`src/rtl/axi_burst_pkg.sv`:
```
// ============================================================================
// axi_burst_pkg: shared encodings and field widths for the AXI burst slave
// Rev 1.0
// ============================================================================
`default_nettype none

package axi_burst_pkg;

  localparam int ADDR_W = 8;
  localparam int LEN_W  = 4;
  localparam int ID_W   = 4;
  localparam int DATA_W = 8;
  localparam int CNT_W  = 5;

  localparam logic [CNT_W-1:0] MAX_BEATS = 5'd16;

  localparam int AR_ADDR_LSB = 8;
  localparam int AR_LEN_LSB  = 4;
  localparam int AW_ADDR_LSB = 4;

  localparam int RRESP_BIT     = 0;
  localparam int BRESP_ERR_BIT = 0;

  typedef enum logic [0:0] {
    R_IDLE = 1'b0,
    R_DATA = 1'b1
  } r_state_t;

  typedef enum logic [1:0] {
    W_IDLE = 2'd0,
    W_DATA = 2'd1,
    W_RESP = 2'd2
  } w_state_t;

endpackage

`default_nettype wire

```
`src/rtl/axi_slave_ram.sv`:
```
// ============================================================================
// axi_slave_ram: DEPTH x 8 byte RAM, synchronous write, combinational read
// Rev 1.0
// ============================================================================
`default_nettype none

module axi_slave_ram
  import axi_burst_pkg::*;
#(
  parameter int DEPTH     = 256,
  parameter int INIT_ZERO = 1
) (
  input  logic              clk,
  input  logic              i_we,
  input  logic [ADDR_W-1:0] i_waddr,
  input  logic [DATA_W-1:0] i_wdata,
  input  logic [ADDR_W-1:0] i_raddr,
  output logic [DATA_W-1:0] o_rdata
);

  // Contents are never reset; the zero image only exists as a power-up value.
  if (INIT_ZERO != 0) begin : g_init_zero
    logic [DATA_W-1:0] r_mem [DEPTH] = '{default: '0};

    always @(posedge clk) begin
      if (i_we) r_mem[i_waddr] <= i_wdata;
    end

    assign o_rdata = r_mem[i_raddr];
  end else begin : g_no_init
    logic [DATA_W-1:0] r_mem [DEPTH];

    always @(posedge clk) begin
      if (i_we) r_mem[i_waddr] <= i_wdata;
    end

    assign o_rdata = r_mem[i_raddr];
  end

endmodule

`default_nettype wire

```
`src/rtl/axi_burst_slave.sv`:
```
// ============================================================================
// axi_burst_slave: independent read/write burst FSMs over a byte RAM
// Rev 1.0
// ============================================================================
`default_nettype none

module axi_burst_slave
  import axi_burst_pkg::*;
#(
  parameter int DEPTH     = 256,
  parameter int INIT_ZERO = 1
) (
  input  logic        clk,
  input  logic        rst,
  input  logic        ARVALID,
  input  logic [15:0] AR_IN,
  output logic        ARREADY,
  output logic        RVALID,
  input  logic        RREADY,
  output logic        RLAST,
  output logic [8:0]  R_OUT,
  input  logic        AWVALID,
  input  logic [11:0] AW_IN,
  output logic        AWREADY,
  input  logic        WVALID,
  input  logic        WLAST,
  input  logic [7:0]  WDATA,
  output logic        WREADY,
  output logic        BVALID,
  input  logic        BREADY,
  output logic [4:0]  BRESP
);

  r_state_t          r_rstate;
  logic              r_arready;
  logic              r_rvalid;
  logic              r_rlast;
  logic              r_rresp;
  logic [DATA_W-1:0] r_rdata;
  logic [ADDR_W-1:0] r_raddr;
  logic [LEN_W-1:0]  r_rlen;
  logic [LEN_W-1:0]  r_rcnt;
  logic [ID_W-1:0]   r_arid;

  w_state_t          r_wstate;
  logic              r_awready;
  logic              r_wready;
  logic              r_bvalid;
  logic              r_werr;
  logic [ADDR_W-1:0] r_waddr;
  logic [ID_W-1:0]   r_wid;
  logic [CNT_W-1:0]  r_wcnt;

  logic [ADDR_W-1:0] w_ar_addr;
  logic [LEN_W-1:0]  w_ar_len;
  logic [ADDR_W-1:0] w_rd_addr;
  logic [DATA_W-1:0] w_rd_data;
  logic              w_beat_ok;
  logic              w_mem_we;
  logic              w_unused_arid;

  assign w_ar_addr = AR_IN[AR_ADDR_LSB +: ADDR_W];
  assign w_ar_len  = AR_IN[AR_LEN_LSB +: LEN_W];

  // Idle fetches the burst's first byte; mid-burst prefetches the next one.
  assign w_rd_addr = (r_rstate == R_IDLE) ? w_ar_addr : r_raddr + 8'd1;
  assign w_beat_ok = (r_wcnt < MAX_BEATS);
  assign w_mem_we  = (r_wstate == W_DATA) && WVALID && w_beat_ok;

  // The read ID has no return channel here.
  assign w_unused_arid = ^r_arid;

  axi_slave_ram #(
    .DEPTH     (DEPTH),
    .INIT_ZERO (INIT_ZERO)
  ) u_ram (
    .clk     (clk),
    .i_we    (w_mem_we),
    .i_waddr (r_waddr),
    .i_wdata (WDATA),
    .i_raddr (w_rd_addr),
    .o_rdata (w_rd_data)
  );

  always_ff @(posedge clk or posedge rst) begin
    if (rst) begin
      r_rstate  <= R_IDLE;
      r_arready <= 1'b1;
      r_rvalid  <= 1'b0;
      r_rlast   <= 1'b0;
      r_rresp   <= 1'b0;
      r_rdata   <= '0;
      r_raddr   <= '0;
      r_rlen    <= '0;
      r_rcnt    <= '0;
      r_arid    <= '0;
    end else begin
      case (r_rstate)
        R_IDLE: begin
          if (ARVALID) begin
            r_raddr   <= w_ar_addr;
            r_rlen    <= w_ar_len;
            r_arid    <= AR_IN[ID_W-1:0];
            r_rcnt    <= '0;
            r_rdata   <= w_rd_data;
            r_rresp   <= 1'b0;
            r_rlast   <= (w_ar_len == '0);
            r_rvalid  <= 1'b1;
            r_arready <= 1'b0;
            r_rstate  <= R_DATA;
          end
        end
        R_DATA: begin
          if (r_rvalid && RREADY) begin
            if (r_rlast) begin
              r_rvalid  <= 1'b0;
              r_rlast   <= 1'b0;
              r_arready <= 1'b1;
              r_rstate  <= R_IDLE;
            end else begin
              r_raddr <= r_raddr + 8'd1;
              r_rdata <= w_rd_data;
              r_rcnt  <= r_rcnt + 4'd1;
              r_rlast <= ((r_rcnt + 4'd1) == r_rlen);
              // Sticky once the burst has crossed 0xFF -> 0x00.
              r_rresp <= r_rresp | (r_raddr == 8'hFF);
            end
          end
        end
        default: r_rstate <= R_IDLE;
      endcase
    end
  end

  always_ff @(posedge clk or posedge rst) begin
    if (rst) begin
      r_wstate  <= W_IDLE;
      r_awready <= 1'b1;
      r_wready  <= 1'b0;
      r_bvalid  <= 1'b0;
      r_werr    <= 1'b0;
      r_waddr   <= '0;
      r_wid     <= '0;
      r_wcnt    <= '0;
    end else begin
      case (r_wstate)
        W_IDLE: begin
          if (AWVALID) begin
            r_waddr   <= AW_IN[AW_ADDR_LSB +: ADDR_W];
            r_wid     <= AW_IN[ID_W-1:0];
            r_werr    <= 1'b0;
            r_wcnt    <= '0;
            r_awready <= 1'b0;
            r_wready  <= 1'b1;
            r_wstate  <= W_DATA;
          end
        end
        W_DATA: begin
          if (WVALID) begin
            // Beats past MAX_BEATS are swallowed and only flag the error.
            if (w_beat_ok) begin
              r_waddr <= r_waddr + 8'd1;
              r_wcnt  <= r_wcnt + 5'd1;
            end else begin
              r_werr <= 1'b1;
            end
            if (WLAST) begin
              r_wready <= 1'b0;
              r_bvalid <= 1'b1;
              r_wstate <= W_RESP;
            end
          end
        end
        W_RESP: begin
          if (BREADY) begin
            r_bvalid  <= 1'b0;
            r_awready <= 1'b1;
            r_wstate  <= W_IDLE;
          end
        end
        default: r_wstate <= W_IDLE;
      endcase
    end
  end

  assign ARREADY = r_arready;
  assign RVALID  = r_rvalid;
  assign RLAST   = r_rlast;
  assign R_OUT   = {r_rdata, r_rresp};
  assign AWREADY = r_awready;
  assign WREADY  = r_wready;
  assign BVALID  = r_bvalid;
  assign BRESP   = {r_wid, r_werr};

endmodule

`default_nettype wire

```
`config.mk`:
```
export PLATFORM = sky130hd
export DESIGN_NAME = axi_burst_slave
export DESIGN_NICKNAME = d
export VERILOG_FILES = /design/src/rtl/axi_burst_pkg.sv /design/src/rtl/axi_slave_ram.sv /design/src/rtl/axi_burst_slave.sv
export SDC_FILE = /design/constraint.sdc
export NUM_CORES = 2
export LEC_CHECK = 0
export CORE_MARGIN = 2
export CORE_UTILIZATION = 40
export CTS_CLUSTER_SIZE = 12
export DETAILED_ROUTE_END_ITERATION = 12
export PLACE_DENSITY_LB_ADDON = 0.25
export SETUP_SLACK_MARGIN = 0.15
export SLEW_MARGIN = 25
export SYNTH_ARGS = -nofsm -noshare
export SYNTH_HDL_FRONTEND = slang
export SYNTH_SLANG_ARGS = --single-unit
```
`constraint.sdc`:
```
create_clock -name clk -period 5.9 [get_ports clk]
set_input_delay 0.59 -clock clk [delete_from_list [all_inputs] [get_ports clk]]
set_output_delay 0.59 -clock clk [all_outputs]
set_load 0.05 [all_outputs]
```
Yosys cells after proc, flatten, opt, wreduce, memory -nomap -nowiden

Memories as Yosys holds them, arrays and structs flattened.
Cells that the tools add are included.

Order comparisons: 1
Add/subtract/negate cells: 4
Eq/ne operators: 14
Reductions and logical operators: 19
Mux-type cells: 61
Bitwise logic cells: 2

Operator list:

| kind                                              | number |
|---|---|
| two-way mux 8 bit                                 | 10 |
| case mux 8 bit (2 select lines)                   | 3 |
| two-way mux 1 bit                                 | 26 |
| AND reduction 4 bit                               | 5 |
| case mux 1 bit (2 select lines)                   | 9 |
| adder 8 x 1 -> 8 bit, second input constant       | 2 |
| != test 2 bit, second input constant              | 8 |
| two-way mux 5 bit                                 | 3 |
| two-way mux 4 bit                                 | 3 |
| case mux 5 bit (2 select lines)                   | 1 |
| AND reduction 3 bit                               | 3 |
| == test 8 bit, second input constant              | 1 |
| two-way mux 2 bit                                 | 4 |
| case mux 4 bit (2 select lines)                   | 1 |
| case mux 2 bit (3 select lines)                   | 1 |
| AND reduction 2 bit                               | 3 |
| nonzero test 2 bit                                | 3 |
| adder 5 x 1 -> 5 bit, second input constant       | 1 |
| less-than comparator 5 bit, second input constant | 1 |
| adder 4 x 1 -> 4 bit, second input constant       | 1 |
| == test 4 bit                                     | 1 |
| logical NOT 4 bit                                 | 1 |
| != test 2 x 1 -> 1 bit, second input constant     | 2 |
| logical AND 1 bit                                 | 3 |
| other kinds (5)                                   | 5 |

Register bits after elaboration: 52
Bits in writable memories: 2048
Output and inout port bits: 20
Logic and storage cells: 119
Memories kept: 1

Memory list:

| name                    | words | bits a word | read ports | clocked after Yosys merged registers in | wr ports | line                | source |
|---|---|---|---|---|---|---|---|
| u_ram.g_init_zero.r_mem | 256   | 8           | 1          | 0                                       | 1        | axi_slave_ram.sv:23 | `logic [DATA_W-1:0] r_mem [DEPTH] = '{default: '0};` |

Longest topological paths before layout

An unclocked memory read counts as a cell.

Depth in word-level cells: 6
Depth in mapped cells: 14

Modules after synthesis

From an unflattened synthesis, not the netlist that was laid out.

Cell total of the unflattened synthesis: 3999
Area total of the unflattened synthesis: 81953.6 µm²

Modules (own cells, without submodules):

| module          | sequential area each (µm²) | area an instance (µm²) | cells each | instances |
|---|---|---|---|---|
| axi_slave_ram   | 61499.0                    | 79396.1                | 3725       | 1 |
| axi_burst_slave | 1303.8                     | 2557.5                 | 274        | 1 |

Least setup slack after synthesis

No wires, ideal clock.

Path kind: register -> register
From: reg r_raddr[0]
To: reg r_rdata[5]
Arrival: 2.641 ns
Path slack: 3.112 ns
Required time: 5.753 ns
Stages on the path, launching flop included: 12
Buffers on the path: 4
Cell sequence: dfrtp_1 -> ha_1 -> mux2_2 -> buf_4 -> buf_6 -> buf_6 -> buf_4 -> mux4_2 -> a22oi_1 -> a31oi_1 -> a2111oi_2 -> o2111ai_1

Longest elaborated chain between the ends: 6
Elaborated cells between the ends (all ways): 7

RTL lines:

| what                                | line                   | source |
|---|---|---|
| from (decl)                         | axi_burst_slave.sv:40  | `logic [ADDR_W-1:0] r_raddr;` |
| from (signal assigned)              | axi_burst_slave.sv:101 | `r_raddr <= w_ar_addr;` |
| from (signal assigned)              | axi_burst_slave.sv:121 | `r_raddr <= r_raddr + 8'd1;` |
| adder 8 x 1 -> 8 bit (*)            | axi_burst_slave.sv:66  | `assign w_rd_addr = (r_rstate == R_IDLE) ? w_ar_addr : r_raddr + 8'd1;` |
| two-way mux 8 bit (*)               | axi_burst_slave.sv:66  |  |
| memory (256 x 8 bit) (*)            | -                      |  |
| two-way mux 8 bit                   | axi_burst_slave.sv:115 | `if (r_rlast) begin` |
| two-way mux 8 bit                   | axi_burst_slave.sv:114 | `if (r_rvalid && RREADY) begin` |
| case mux 8 bit (2 select lines) (*) | axi_burst_slave.sv:98  | `case (r_rstate)` |
| to (signal assigned)                | axi_burst_slave.sv:105 | `r_rdata <= w_rd_data;` |
| to (signal assigned)                | axi_burst_slave.sv:122 | `r_rdata <= w_rd_data;` |
| to (decl)                           | axi_burst_slave.sv:39  | `logic [DATA_W-1:0] r_rdata;` |

Every way passes the cells marked *; elsewhere a longest branch is shown, timed or not. The select of a mux whose other input is x is not followed.
A chain may end at the register's enable or synchronous reset.

Final worst setup path

From: reg r_rstate
To: reg r_rdata[2]

Longest elaborated chain between the ends: 5
Elaborated cells between the ends (all ways): 11

RTL lines:

| what                            | line                   | source |
|---|---|---|
| from (decl)                     | axi_burst_slave.sv:34  | `r_state_t r_rstate;` |
| from (signal assigned)          | axi_burst_slave.sv:87  | `r_rstate <= R_IDLE;` |
| from (signal assigned)          | axi_burst_slave.sv:110 | `r_rstate <= R_DATA;` |
| from (signal assigned)          | axi_burst_slave.sv:119 | `r_rstate <= R_IDLE;` |
| two-way mux 8 bit               | axi_burst_slave.sv:66  |  |
| memory (256 x 8 bit)            | -                      |  |
| two-way mux 8 bit               | axi_burst_slave.sv:115 |  |
| two-way mux 8 bit               | axi_burst_slave.sv:114 |  |
| case mux 8 bit (2 select lines) | axi_burst_slave.sv:98  |  |

Parallel ways exist; a longest one is shown, timed or not. The select of a mux whose other input is x is not followed.

==> flow_metrics.py <==
metrics = {
    "sta": {
        "fin_crit_ns": 4.96,
        "relSlewSlack": 0.212,
        "final-setup-viol-count": 0,
        "rsz0062_at_grt": "no",
        "fmax_mhz": 202,
        "finalClockSkew_ns": 0.0386,
        "maxSlewViolCount": 0,
        "worstMarginPinSlew_ns": 1.18,
        "setup_tns_ns": 0,
        "finalCritPeriodShare": 0.840,
        "hold_ws_ns": 0.0929,
        "hold_viol": 0,
    },
    "worst_setup_path": {
        "worstSetupPathType": "reg -> reg",
        "regToRegSetupSlack_ns": 0.94,
        "path_buf_inv": 1,
        "cp-end-kind": "register",
        "start_kind": "register",
        "path_max_fanout": 20,
        "critPathTopFamily": "simple AND/OR/NAND/NOR gates",
        "worst_path_largest_cell_delay_ns": 0.98,
        "crit_arrival_ns": 5.66,
        "worstPathCellList": "inv_1 -> a2bb2oi_1 -> nand2_1 -> nor2_1 -> a22oi_1 -> a31oi_1 -> or4b_1 -> nand4_1",
        "crit_slowest_cell": "dfrtp_1",
        "cp.required_ns": 6.61,
    },
    "clock_network": {
        "clkLatencyLatePin_ns": 0.86,
        "cts_resized": 0,
        "path_clk_slew_ns": 0.06,
        "htree_num_levels": 4,
        "cts_buffer_depth": 3,
        "cts_tree": "built",
        "cts_buffers": 212,
        "post_cts_buffers": 0,
        "cts_num_sinks": 2100,
        "cts-root-buf": "clkbuf_16",
        "hold_buffers": 0,
    },
    "synth": {
        "yosysUniqueCellTypes": 88,
        "yosysSeqAreaShare": 0.754,
        "synth_cells": 4806,
        "ys.flop_type": "edfxtp_1",
        "ys_seq_elements": 2100,
        "ys_warn_count": 0,
        "netlist_area_um2": 83300,
        "synth-async-reset-ratio": 0.0248,
        "syn_avg_cell_area_um2": 17.3,
        "synth_edf_count": 2048,
        "syn_nets": 4857,
    },
    "floorplan": {
        "start_util": 0.402,
        "die_height_um": 460,
        "ios": 64,
        "rows": 167,
        "core_area_um2": 207000,
        "die_area_um2": 212000,
        "die_x_um": 460,
    },
    "final_layout": {
        "stdcell_area_um2": 93800,
        "fillers": 17800,
        "area_growth_syn_to_layout_pct": 12.5,
        "drive_above_1_share": 0.155,
        "nets": 4994,
        "final_cells": 7884,
    },
    "run_status": {
        "outcome": "complete, no violations",
    },
    "routing": {
        "vias_per_cell": 5.87,
        "drcViolationCount": 0,
        "num_vias": 46300,
        "first_pass_iters": 7,
        "routed_wl_mm": 236,
        "ant_nets": 0,
        "drtIter0Drc": 6152,
        "wire_per_inst_um": 29.9,
    },
    "power_and_ir_drop": {
        "p_per_area_nw_per_um2": 534,
        "ir_drop_mv": 0.479,
        "finalPower_w": 0.0501,
        "power_leakage_nw": 29.9,
    },
    "global_route": {
        "track_usage": 0.220,
        "antenna_found_initial": 10,
        "grt_pass1_vias": 45200,
        "grt_pass1_wl_mm": 335,
        "gr-total-overflow": 0,
        "grt_max_degree": 169,
    },
    "placement": {
        "port_buffers": 59,
        "dp.cells": 7517,
        "dp_hpwl_mm": 142,
        "dpl_cell_area_um2": 87500,
        "gp_congestion": 0.860,
    },
    "run": {
        "max-cap-violations": 0,
    },
    "worst_hold_path": {
        "hp-class": "in -> async",
    },
}
area by class of cell:
class	count	area (µm²)	area share
flip-flops and latches	2100	62800	0.670
multi-input cells	2397	18900	0.202
clock buffers	300	5730	0.0611
inverters	12	45.0	0.000480
repair buffers	220	2230	0.0238
clock inverters	66	553	0.00590
well taps	2788	3490	0.0372
diodes	1	2.50	0.0000267
cells in the final DEF (no fill, tap or decap), types with 18 or more instances in the layout:
cell and count:
a21oi_1 61, a31oi_1 41, a32oi_1 77, and3_1 33, buf_12 32, buf_4 129
clkbuf_1 81, clkbuf_16 214, clkdlybuf4s50_1 51, clkinv_1 28, clkinv_2 19, dfrtp_1 50
edfxtp_1 2048, mux2_2 18, mux2i_1 208, mux4_2 282, nand2_1 660, nand3_1 248
nand4_1 58, nor2_1 285, nor3_1 19, o2111ai_1 30, o211ai_1 26, o21ai_0 51
o221ai_1 36, o22ai_1 29
flip-flops by register name, indices dropped and copies added (netlist names), 2 cells and up:
signal	count
r_raddr	8
r_rcnt	4
r_rdata	8
r_rlen	4
r_waddr	8
r_wcnt	5
r_wid	4
r_wstate	2
u_ram.g_init_zero.r_mem	2048
cells by family after synthesis:
logic type | Yosys count | synth area share
simple gates | 1381 | 0.0715
compound gates | 479 | 0.0432
xor+xnor | 10 | 0.00123
mux | 520 | 0.107
fa+ha+maj | 7 | 0.00105
flops | 2100 | 0.754
buf+inv | 309 | 0.0223
Yosys cell counts, types with 10 or more instances:
cell | number | area, µm²
a21oi_1 | 63 | 315
nand3_1 | 252 | 1260
mux2_2 | 19 | 214
nor3_1 | 20 | 100
o2111ai_1 | 30 | 263
nor2_1 | 289 | 1080
buf_4 | 36 | 270
buf_8 | 12 | 180
a32oi_1 | 77 | 674
a311oi_1 | 11 | 96.3
nand4_1 | 58 | 363
nand2_1 | 670 | 2510
mux2i_1 | 208 | 2080
nor2b_1 | 10 | 62.6
clkbuf_1 | 79 | 297
o21ai_0 | 51 | 255
edfxtp_1 | 2048 | 61500
o22ai_1 | 30 | 188
buf_2 | 129 | 646
mux4_2 | 282 | 6350
o211ai_1 | 26 | 195
a2111oi_0 | 16 | 140
inv_1 | 12 | 45.0
and3_1 | 33 | 206
a22oi_1 | 14 | 105
a31oi_1 | 41 | 257
dfrtp_1 | 50 | 1250
buf_1 | 14 | 52.6
buf_6 | 20 | 225
o221ai_1 | 36 | 315
final timing paths:
path / endpoint / from / depth (start not counted)
max: r_rdata[2]$_DFFE_PP0P_ / r_rstate$_DFF_PP0_ / 8
min: r_wid[3]$_DFFE_PP0P_ / rst / 2
max reg2reg: r_rdata[2]$_DFFE_PP0P_ / r_rstate$_DFF_PP0_ / 8
min reg2reg: r_rresp$_DFFE_PP0P_ / r_rresp$_DFFE_PP0P_ / 1
max in group asynchronous: r_rlen[0]$_DFFE_PP0P_ / rst / 3
min in group clk: u_ram.g_init_zero.r_mem[245][1]$_DFFE_PP_ / WDATA[1] / 1
through the flow:
step / setup WS [ns] / util
2_1_floorplan: 3.11 / -
3_3_place_gp: 0.926 / 0.422
3_5_place_dp: 0.914 / 0.422
4_1_cts: 1.07 / 0.453
5_1_grt: 0.942 / 0.453
6_report: 0.944 / 0.453
metal layers:
| metal | up-vias | track usage | share of wire |
|---|---|---|---|
| met4 | 0 | 0.0756 | 0.035 |
| met3 | 365 | 0.0427 | 0.086 |
| met5 | - | 0 | 0 |
| met2 | 2119 | 0.343 | 0.46 |
| met1 | 24400 | 0.310 | 0.41 |
| li1 | 19400 | - | - |
power by group:
part	internal, W	switching [W]	total (W)
combinational	0.00705	0.0137	0.0207
clock	0.00690	0.00560	0.0125
sequential	0.0166	0.000269	0.0169
total	0.0306	0.0195	0.0501
(Power assumes the default switching activity.)
